$ cat config.mk
export PLATFORM = sky130hd
export DESIGN_NAME = rf_spill_fill_stack
export DESIGN_NICKNAME = d
export VERILOG_FILES = /design/src/rtl/rf_stack_pkg.sv /design/src/rtl/rf_stack_ram.sv /design/src/rtl/rf_spill_fill_stack.sv
export SDC_FILE = /design/constraint.sdc
export NUM_CORES = 2
export LEC_CHECK = 0
export CAP_MARGIN = 10
export CORE_UTILIZATION = 55
export CTS_CLUSTER_SIZE = 40
export DETAILED_ROUTE_END_ITERATION = 6
export GPL_TIMING_DRIVEN = 0
export PLACE_DENSITY = 0.79
export SLEW_MARGIN = 25
export SYNTH_ARGS = -nofsm -noshare
export SYNTH_HDL_FRONTEND = slang
export SYNTH_SLANG_ARGS = --single-unit
$ cat constraint.sdc
create_clock -name CLK -period 16.5 [get_ports CLK]
set_input_delay 1.65 -clock CLK [delete_from_list [all_inputs] [get_ports CLK]]
set_output_delay 1.65 -clock CLK [all_outputs]
set_load 0.005 [all_outputs]
$ cat src/rtl/rf_stack_pkg.sv
// Shared state encoding, default geometry and parity helper for the spill/fill stack.
// The parity helper is only referenced when RF_STACK_PARITY_EN is defined.
package rf_stack_pkg;

    typedef enum logic [1:0] {
        IDLE    = 2'd0,
        SPILL_B = 2'd1,
        FILL_B  = 2'd2
    } stack_state_e;

    localparam int DWIDTH_DEF    = 64;
    localparam int WIN_WORDS_DEF = 16;
    localparam int DEPTH_WIN_DEF = 4;

    localparam int WORDS_DEF  = DEPTH_WIN_DEF * WIN_WORDS_DEF;
    localparam int ADDR_W_DEF = $clog2(WORDS_DEF);
    localparam int K_W_DEF    = $clog2(WIN_WORDS_DEF);
    localparam int CNT_W_DEF  = $clog2(DEPTH_WIN_DEF + 1);

    // Wide enough for any practical DWIDTH; zero-extension leaves parity unchanged.
    localparam int PAR_MAX_W = 1024;

    function automatic logic even_parity(input logic [PAR_MAX_W-1:0] data);
        return ^data;
    endfunction

endpackage

$ cat src/rtl/rf_stack_ram.sv
// Single-port synchronous RAM backing the spill/fill stack, with a registered read port.
module rf_stack_ram #(
    parameter int W     = 64,
    parameter int DEPTH = 64,
    parameter int AW    = $clog2(DEPTH)
) (
    input  logic          clk_i,
    input  logic [AW-1:0] addr_i,
    input  logic          we_i,
    input  logic [W-1:0]  wdata_i,
    input  logic          re_i,
    output logic [W-1:0]  rdata_o
);

    logic [W-1:0] mem_q [DEPTH];
    logic [W-1:0] rdata_q;

    // No reset on contents: a reset empties the stack by count only.
    always_ff @(posedge clk_i) begin
        if (we_i) begin
            mem_q[addr_i] <= wdata_i;
        end
        if (re_i) begin
            rdata_q <= mem_q[addr_i];
        end
    end

    assign rdata_o = rdata_q;

endmodule

$ cat src/rtl/rf_spill_fill_stack.sv
// Window-granular LIFO backing store for the windowed register file (spill pushes, fill pops).
// Optional per-word even parity with sticky PERR output when RF_STACK_PARITY_EN is defined.
module rf_spill_fill_stack
    import rf_stack_pkg::*;
#(
    parameter int DWIDTH    = DWIDTH_DEF,
    parameter int WIN_WORDS = WIN_WORDS_DEF,
    parameter int DEPTH_WIN = DEPTH_WIN_DEF
) (
    input  logic                             CLK,
    input  logic                             RESET,
    input  logic                             SPILL,
    input  logic                             FILL,
    input  logic [DWIDTH-1:0]                MEM_BUS,
    output logic [DWIDTH-1:0]                MEM_BUSread,
    output logic                             MEM_VALID,
    output logic                             DONE,
    output logic                             BUSY,
    output logic [$clog2(DEPTH_WIN+1)-1:0]   WIN_CNT,
    output logic                             EMPTY,
    output logic                             FULL,
    output logic                             OVF,
    output logic                             UNF,
    output logic                             ABRT,
`ifdef RF_STACK_PARITY_EN
    output logic                             PERR,
`endif
    output logic [1:0]                       state_dbg_o
);

    localparam int WORDS  = DEPTH_WIN * WIN_WORDS;
    localparam int ADDR_W = $clog2(WORDS);
    localparam int K_W    = $clog2(WIN_WORDS);
    localparam int CNT_W  = $clog2(DEPTH_WIN + 1);
`ifdef RF_STACK_PARITY_EN
    localparam int RAM_W  = DWIDTH + 1;
`else
    localparam int RAM_W  = DWIDTH;
`endif
    localparam logic [K_W-1:0]   K_LAST  = K_W'(WIN_WORDS - 1);
    localparam logic [CNT_W-1:0] CNT_MAX = CNT_W'(DEPTH_WIN);

    stack_state_e     state_q;
    logic [K_W-1:0]   k_q;
    logic [CNT_W-1:0] win_cnt_q;
    logic             nop_q;
    logic             done_q;
    logic             valid_q;
    logic             ovf_q;
    logic             unf_q;
    logic             abrt_q;

    logic              empty;
    logic              full;
    logic              ram_we;
    logic              ram_re;
    logic [CNT_W-1:0]  win_idx;
    logic [ADDR_W-1:0] ram_addr;
    logic [RAM_W-1:0]  ram_wdata;
    logic [RAM_W-1:0]  ram_rdata;

    assign empty = (win_cnt_q == '0);
    assign full  = (win_cnt_q == CNT_MAX);

    // Handshake: SPILL/FILL are level requests sampled every clock, one word per cycle and
    // no backpressure; MEM_VALID qualifies MEM_BUSread for one cycle per issued read.
    always_comb begin
        ram_we  = 1'b0;
        ram_re  = 1'b0;
        win_idx = win_cnt_q;
        case (state_q)
            IDLE: begin
                if (SPILL) begin
                    ram_we = !full;
                end else if (FILL) begin
                    ram_re  = !empty;
                    win_idx = win_cnt_q - CNT_W'(1);
                end
            end
            SPILL_B: ram_we = SPILL && !nop_q;
            FILL_B: begin
                ram_re  = FILL && !nop_q;
                win_idx = win_cnt_q - CNT_W'(1);
            end
            default: ;
        endcase
    end

    assign ram_addr = ADDR_W'(win_idx) * ADDR_W'(WIN_WORDS) + ADDR_W'(k_q);

`ifdef RF_STACK_PARITY_EN
    assign ram_wdata = {even_parity(PAR_MAX_W'(MEM_BUS)), MEM_BUS};
`else
    assign ram_wdata = MEM_BUS;
`endif

    rf_stack_ram #(
        .W     (RAM_W),
        .DEPTH (WORDS),
        .AW    (ADDR_W)
    ) u_ram (
        .clk_i   (CLK),
        .addr_i  (ram_addr),
        .we_i    (ram_we),
        .wdata_i (ram_wdata),
        .re_i    (ram_re),
        .rdata_o (ram_rdata)
    );

    // nop_q marks an overflow/underflow burst: it runs its full length but touches no storage.
    always_ff @(posedge CLK or negedge RESET) begin
        if (!RESET) begin
            state_q   <= IDLE;
            k_q       <= '0;
            win_cnt_q <= '0;
            nop_q     <= 1'b0;
            done_q    <= 1'b0;
            valid_q   <= 1'b0;
            ovf_q     <= 1'b0;
            unf_q     <= 1'b0;
            abrt_q    <= 1'b0;
        end else begin
            done_q  <= 1'b0;
            valid_q <= ram_re;
            case (state_q)
                IDLE: begin
                    if (SPILL) begin
                        state_q <= SPILL_B;
                        k_q     <= K_W'(1);
                        nop_q   <= full;
                        if (full) begin
                            ovf_q <= 1'b1;
                        end
                    end else if (FILL) begin
                        state_q <= FILL_B;
                        k_q     <= K_W'(1);
                        nop_q   <= empty;
                        if (empty) begin
                            unf_q <= 1'b1;
                        end
                    end
                end
                SPILL_B: begin
                    if (!SPILL) begin
                        abrt_q  <= 1'b1;
                        state_q <= IDLE;
                        k_q     <= '0;
                    end else if (k_q == K_LAST) begin
                        state_q <= IDLE;
                        k_q     <= '0;
                        done_q  <= 1'b1;
                        if (!nop_q && !full) begin
                            win_cnt_q <= win_cnt_q + CNT_W'(1);
                        end
                    end else begin
                        k_q <= k_q + K_W'(1);
                    end
                end
                FILL_B: begin
                    if (!FILL) begin
                        abrt_q  <= 1'b1;
                        state_q <= IDLE;
                        k_q     <= '0;
                    end else if (k_q == K_LAST) begin
                        state_q <= IDLE;
                        k_q     <= '0;
                        done_q  <= 1'b1;
                        if (!nop_q && !empty) begin
                            win_cnt_q <= win_cnt_q - CNT_W'(1);
                        end
                    end else begin
                        k_q <= k_q + K_W'(1);
                    end
                end
                default: state_q <= IDLE;
            endcase
        end
    end

`ifdef RF_STACK_PARITY_EN
    logic perr_q;
    logic perr_now;

    // Stored word plus its parity bit must XOR to zero; flag in the cycle the word is delivered.
    assign perr_now = valid_q && (^ram_rdata);

    always_ff @(posedge CLK or negedge RESET) begin
        if (!RESET) begin
            perr_q <= 1'b0;
        end else if (perr_now) begin
            perr_q <= 1'b1;
        end
    end

    assign PERR = perr_q || perr_now;
`endif

    assign MEM_BUSread = valid_q ? ram_rdata[DWIDTH-1:0] : '0;
    assign MEM_VALID   = valid_q;
    assign DONE        = done_q;
    assign BUSY        = (state_q != IDLE);
    assign WIN_CNT     = win_cnt_q;
    assign EMPTY       = empty;
    assign FULL        = full;
    assign OVF         = ovf_q;
    assign UNF         = unf_q;
    assign ABRT        = abrt_q;
    assign state_dbg_o = state_q;

endmodule

* Word-level counts from Yosys, hierarchy flattened
Memories as Yosys holds them, arrays and structs flattened. A register that Yosys moved wholly into a read port is not among the register bits.
Cells that the tools add are included.
** Cells by class
- Bitwise gates (word level) :: 1
- Reduce and logical (&&, ||, !) cells :: 19
- Add/sub/neg operators :: 4
- Multiplexer cells :: 39
- Equality and inequality tests :: 13
** Operators by type and width (number)
- $mux 64 :: 1
- $mux 4 :: 5
- $mux 3 :: 6
- $ne 2x2->1 const B :: 8
- $mux 2 :: 7
- $mux 1 :: 12
- $pmux 4 s3 :: 1
- $pmux 1 s2 :: 4
- $reduce_and 7->1 :: 1
- $add 6x4->6 :: 1
- $pmux 2 s3 :: 1
- $pmux 3 s2 :: 1
- $reduce_and 3->1 :: 2
- $reduce_bool 2->1 :: 3
- $add 4x1->4 const B :: 1
- $eq 4x4->1 const B :: 1
- $logic_and 1x1->1 :: 4
- $pmux 2 s2 :: 1
- $reduce_and 2->1 :: 2
- $reduce_and 4->1 :: 1
- $add 3x1->3 const B :: 1
- $eq 3x3->1 const B :: 1
- $logic_not 1->1 :: 3
- $logic_not 3->1 :: 1
- other kinds (7) :: 7
** Storage, ports and cells
- Register bits :: 15
- Memories kept :: 1
- Logic and storage cells :: 86
- Bits in writable memories :: 4096
- Output and inout bits :: 77
** Memories
- u_ram.mem_q :: words 64, width 64, rd ports 1, clocked after Yosys merged registers in 1, write ports 1, RTL line rf_stack_ram.sv:15 : logic [W-1:0] mem_q [DEPTH];

* Longest topological paths before layout
- Depth after elaboration :: 7
- Depth in mapped cells :: 11
- Mapped depth without buffers :: 8

* By module
A second synthesis with hierarchy kept.
** Unflattened totals
- Cells, all modules :: 8781
- Area total of the unflattened synthesis :: 157413.5 µm²
** By module, submodules not included
- rf_stack_ram :: sequential area each 124919.8 µm², area an instance 156093.5 µm², times used 1, cells an instance 8619
- rf_spill_fill_stack :: sequential area each 375.4 µm², area an instance 1320.0 µm², times used 1, cells an instance 162

* Worst setup path before layout
Ideal clock, no wire load.
- Kind :: input -> register
- Start point :: input port SPILL
- End point :: memory u_ram.mem_q[0][0] (enable)
- Path buffers :: 3
- Arrival :: 7.479 ns
- Slack :: 8.457 ns
- Data required time :: 15.936 ns
- Stages :: 8
- Path through :: buf_4 > nand2b_1 > mux2i_1 > a221oi_4 > buf_2 > buf_2 > nand2_1 > nor3_1
** On the way
- Longest elaborated chain between the ends :: 4
- Elaborated cells between the ends (all ways) :: 8
- Classes of those cells :: 1 x add/sub; 6 x mux; 1 x reduce/logical
** RTL lines
- start, declared :: RTL line rf_spill_fill_stack.sv:12 : input logic SPILL,
- branches (longest 4 deep; another with $add 6x4->6)
- end, declared :: RTL line rf_stack_ram.sv:15
Parallel ways; which one is timed is not known.

* Final worst setup path
- Start point :: register k_q[1]
- End point :: memory u_ram.mem_q[6][18] (enable)
** On the way
- Longest elaborated chain between the ends :: 1
** RTL lines
- start, declared :: RTL line rf_spill_fill_stack.sv:44 : logic [K_W-1:0] k_q;
- start signal, assigned :: RTL line rf_spill_fill_stack.sv:156 : k_q <= k_q + K_W'(1);
- start signal, assigned :: RTL line rf_spill_fill_stack.sv:172 : k_q <= k_q + K_W'(1);
- $add 6x4->6 :: RTL line rf_spill_fill_stack.sv:89 : assign ram_addr = ADDR_W'(win_idx) * ADDR_W'(WIN_WORDS) + ADDR_W'(k_q);
No other way between the ends.

==> results.toml <==
[timing]
hold_viol = 0
fin_crit_ns = 6.995
slew_violations = 0
skew_ns = 0.07868
setup-violations-final = 0
finalCritPeriodShare = 0.4239
rsz0062_at_grt = "false"
finalSetupTns_ns = 0
fin_ws_ns = 9.505
worstMarginPinSlew_ns = 1.313
max_freq_mhz = 143.0
relSlewSlack = 0.1200

[synth]
ys_seq_area_frac = 0.7828
synth.avg_cell_area_sq_um = 21.11
ys_seq_elements = 4175
syn_nets = 7656
synthArstFlopShare = 0.003593
yosysWarningCount = 0
synth_ff_type = "edfxtp_1"
syn_area_sq_um = 160100
synthDistinctLibCells = 57
synth-edff-count = 4160
syn-instance-count = 7580

[worst_setup_path]
slowest_stage = "nor3_2"
cpLargestDelayFamily = "buffers and inverters"
cp_num_buf_inv = 9
crit_required_ns = 17.18
start_kind = "register"
critPathCaptureType = "register"
critPathKind = "register to register"
max_stage_delay_ns = 1.16
arrival_ns = 7.67
critPathMaxFanout = 10
worstPathCellList = "and2_1 > clkbuf_1 > clkbuf_1 > clkbuf_2 > nand2_1 > nor3_2 > buf_4 > buf_4 > buf_6 > buf_4 > buf_4 > buf_4"
cpMostUsedCell = "buf_4"

[outcome]
status = "finished, violations left"
violations = "DRC"

[power]
powerDensity_nw_per_um2 = 152.4
p_leak_nw = 60.00
power.total_mw = 28.51
max-vdd-ir-drop_mv = 0.09809

[grt]
grt_max_degree = 65
antenna_found_initial = 53
grt-ovfl-total = 0
grt_pass1_wl_mm = 748.6
grt_usage = 0.3783
grt_pass1_vias = 91340

[cells_and_area]
n_fill_cell = 17740
postLayoutCellArea_sq_um = 187000
fin_nets = 8758
area.growth.synth_to_final_pct = 16.86
fin_util = 0.6480
drive_gt1_frac = 0.2641

[routing]
vias = 94860
drt_wl_total_mm = 557.1
wire_per_inst_um = 43.19
first_iter_violations = 19450
drc = 30
ant_nets = 0
first_pass_iters = 7
via_per_inst = 7.354

[clock_tree]
cts-resized-gates = 0
clock_latency_ns = 1.03
clk_path_buf_depth = 4
clkTransAtPathRegs_ns = 0.06
cts_tree = "done"
htree_levels = 5
cts_buffers = 403
postCtsHoldBufs = 0
cts.sinks = 4175
clockRootBuffer = "clkbuf_16"
post_cts_buffers = 0

[worst_hold_path]
hp-class = "register to register"

[floorplanning]
die-area_sq_um = 293200
start_util = 0.5545
fp.dieW_um = 541.4
ioPinCount = 145
fp-row-count = 197
core_area_sq_um = 288600
die_y_um = 541.4

[run]
cap_violations = 0

[placed_design]
post_dp_cell_area_sq_um = 174000
place_congestion = 0.9933
place_ws_ns = 9.341
io_buffers = 143
dp_hpwl_mm = 375.3
==> cells by family (layout without fill, tap and decap cells) <==
logic type                 after synthesis  after routing  synth area share
and+or+nand+nor                        750            750           0.02566
other                                    0             17                 0
buffers and inverters                  517           1940           0.01520
adders and majority gates                8              8         0.0006254
xor gates and xnor gates                 2              2         0.0001095
AOI/OAI and AO/OA                      946            946           0.04663
muxes                                 1182           1182            0.1289
DFF                                   4175           4175            0.7828
==> report_power, final <==
part	internal, mW	leakage (nW)	switching [mW]
sequential	12.0	37.6	0.106
combinational	2.42	16.1	4.80
clock	5.07	6.26	4.12
==> layout by cell type, fill, tap and decap left out, drive strengths merged, types with 15 or more instances in the layout <==
master            n
edfxtp         4160
nor2b            93
a22o             51
and2             67
o22ai            17
o221a            34
or4              26
a221oi          272
nor2             91
nor4             15
diode            17
nand4           183
o21ai           145
nand2           144
bufinv           34
nand3            54
a211oi           41
dfrtp            15
a221o            53
mux2i           356
clkdlybuf4s50    79
buf             896
a21oi            45
a22oi           158
a211o            60
inv              22
clkinv          179
o21bai           19
clkbuf          717
o221ai           26
o22a             15
mux4            690
mux2            136
nor3             34
nor4b            30
==> path summary, 6_finish.rpt <==
path                         from            endpoint  slack [ns]  depth (start not counted)
min                          ABRT                ABRT        0.48                          1
min in group asynchronous   RESET                 UNF        1.16                          1
max in group asynchronous   RESET      state_dbg_o[1]       14.76                          1
max reg2reg                k_q[1]  u_ram.mem_q[6][18]        9.51                         12
min reg2reg                  ABRT                ABRT        0.48                          1
max                        k_q[1]  u_ram.mem_q[6][18]        9.51                         12
==> sequential cells by signal (all words and copies together), names as in the netlist <==
| name | flops |
|---|---|
| DONE | 1 |
| MEM_VALID | 1 |
| state_dbg_o | 2 |
| ABRT | 1 |
| u_ram.rdata_o | 64 |
| nop_q | 1 |
| u_ram.mem_q | 4096 |
| UNF | 1 |
| k_q | 4 |
| OVF | 1 |
| WIN_CNT | 3 |
==> layout make-up <==
class / instances / area (sq um) / area share
repair buffers: 697 / 8695 / 0.04649
clock buffers: 487 / 10440 / 0.05583
diodes: 17 / 42.54 / 0.0002275
clock inverters: 239 / 2451 / 0.01311
well taps: 3880 / 4855 / 0.02596
multi-input cells: 2888 / 32760 / 0.1752
inverters: 9 / 33.78 / 0.0001806
flip-flops and latches: 4175 / 125300 / 0.6699
plain buffers: 508 / 2455 / 0.01313
==> per-layer routing <==
layer / up-vias / routed length, um / GRT usage
met5: - / 253 / 0.001315
li1: 34440 / - / -
met3: 2128 / 94180 / 0.1499
met4: 38 / 51830 / 0.2775
met1: 47890 / 173000 / 0.4661
met2: 10370 / 237800 / 0.5437
==> synth_stat cells, types with 2 or more instances <==
master        n  share of area
o22ai_1      17        0.00066
nor4_1       15        0.00059
a211oi_1     34         0.0016
mux4_2      690          0.097
buf_6        14        0.00098
mux2_2      121         0.0085
a211o_1      60         0.0033
a211oi_2      7        0.00055
or4_1        26         0.0012
buf_4        48         0.0023
nand2b_1      5        0.00020
or2_2         3        0.00012
mux2_1       15         0.0011
o21bai_1     19        0.00089
ha_1          8        0.00063
o22a_1       15        0.00082
a221oi_1    271          0.015
a22oi_1     157         0.0074
a21oi_1      45         0.0014
nor2_1       91         0.0021
nand4_1     183         0.0072
o221a_2      34         0.0024
and3_1        2       0.000078
a221o_1      53         0.0033
o21ai_0     140         0.0044
o221ai_1     26         0.0014
dfrtp_1      15         0.0023
nor2b_1      93         0.0036
nor4b_1      30         0.0016
edfxtp_1   4160           0.78
nand2_1     144         0.0034
nor3_1       34         0.0011
a22o_1       51         0.0028
a21o_1        2       0.000094
o2111ai_1     2        0.00011
inv_1         9        0.00021
buf_1        56         0.0013
mux2i_1     356          0.022
and2_1       67         0.0026
buf_2       162         0.0051
nand3_1      54         0.0017
clkbuf_1    227         0.0053
o21ai_1       5        0.00016
==> through the flow <==
| step | hold slack [ns] | cells |
|---|---|---|
| final | 0.4845 | 12900 |
| after global routing | 0.5030 | 12890 |
| after CTS | 0.4848 | 12880 |
| after detailed placement | 0.4706 | 12160 |
| after global placement | 0.4526 | 11600 |
| after floorplan | 0.4510 | 7580 |
(Power assumes the default switching activity.)
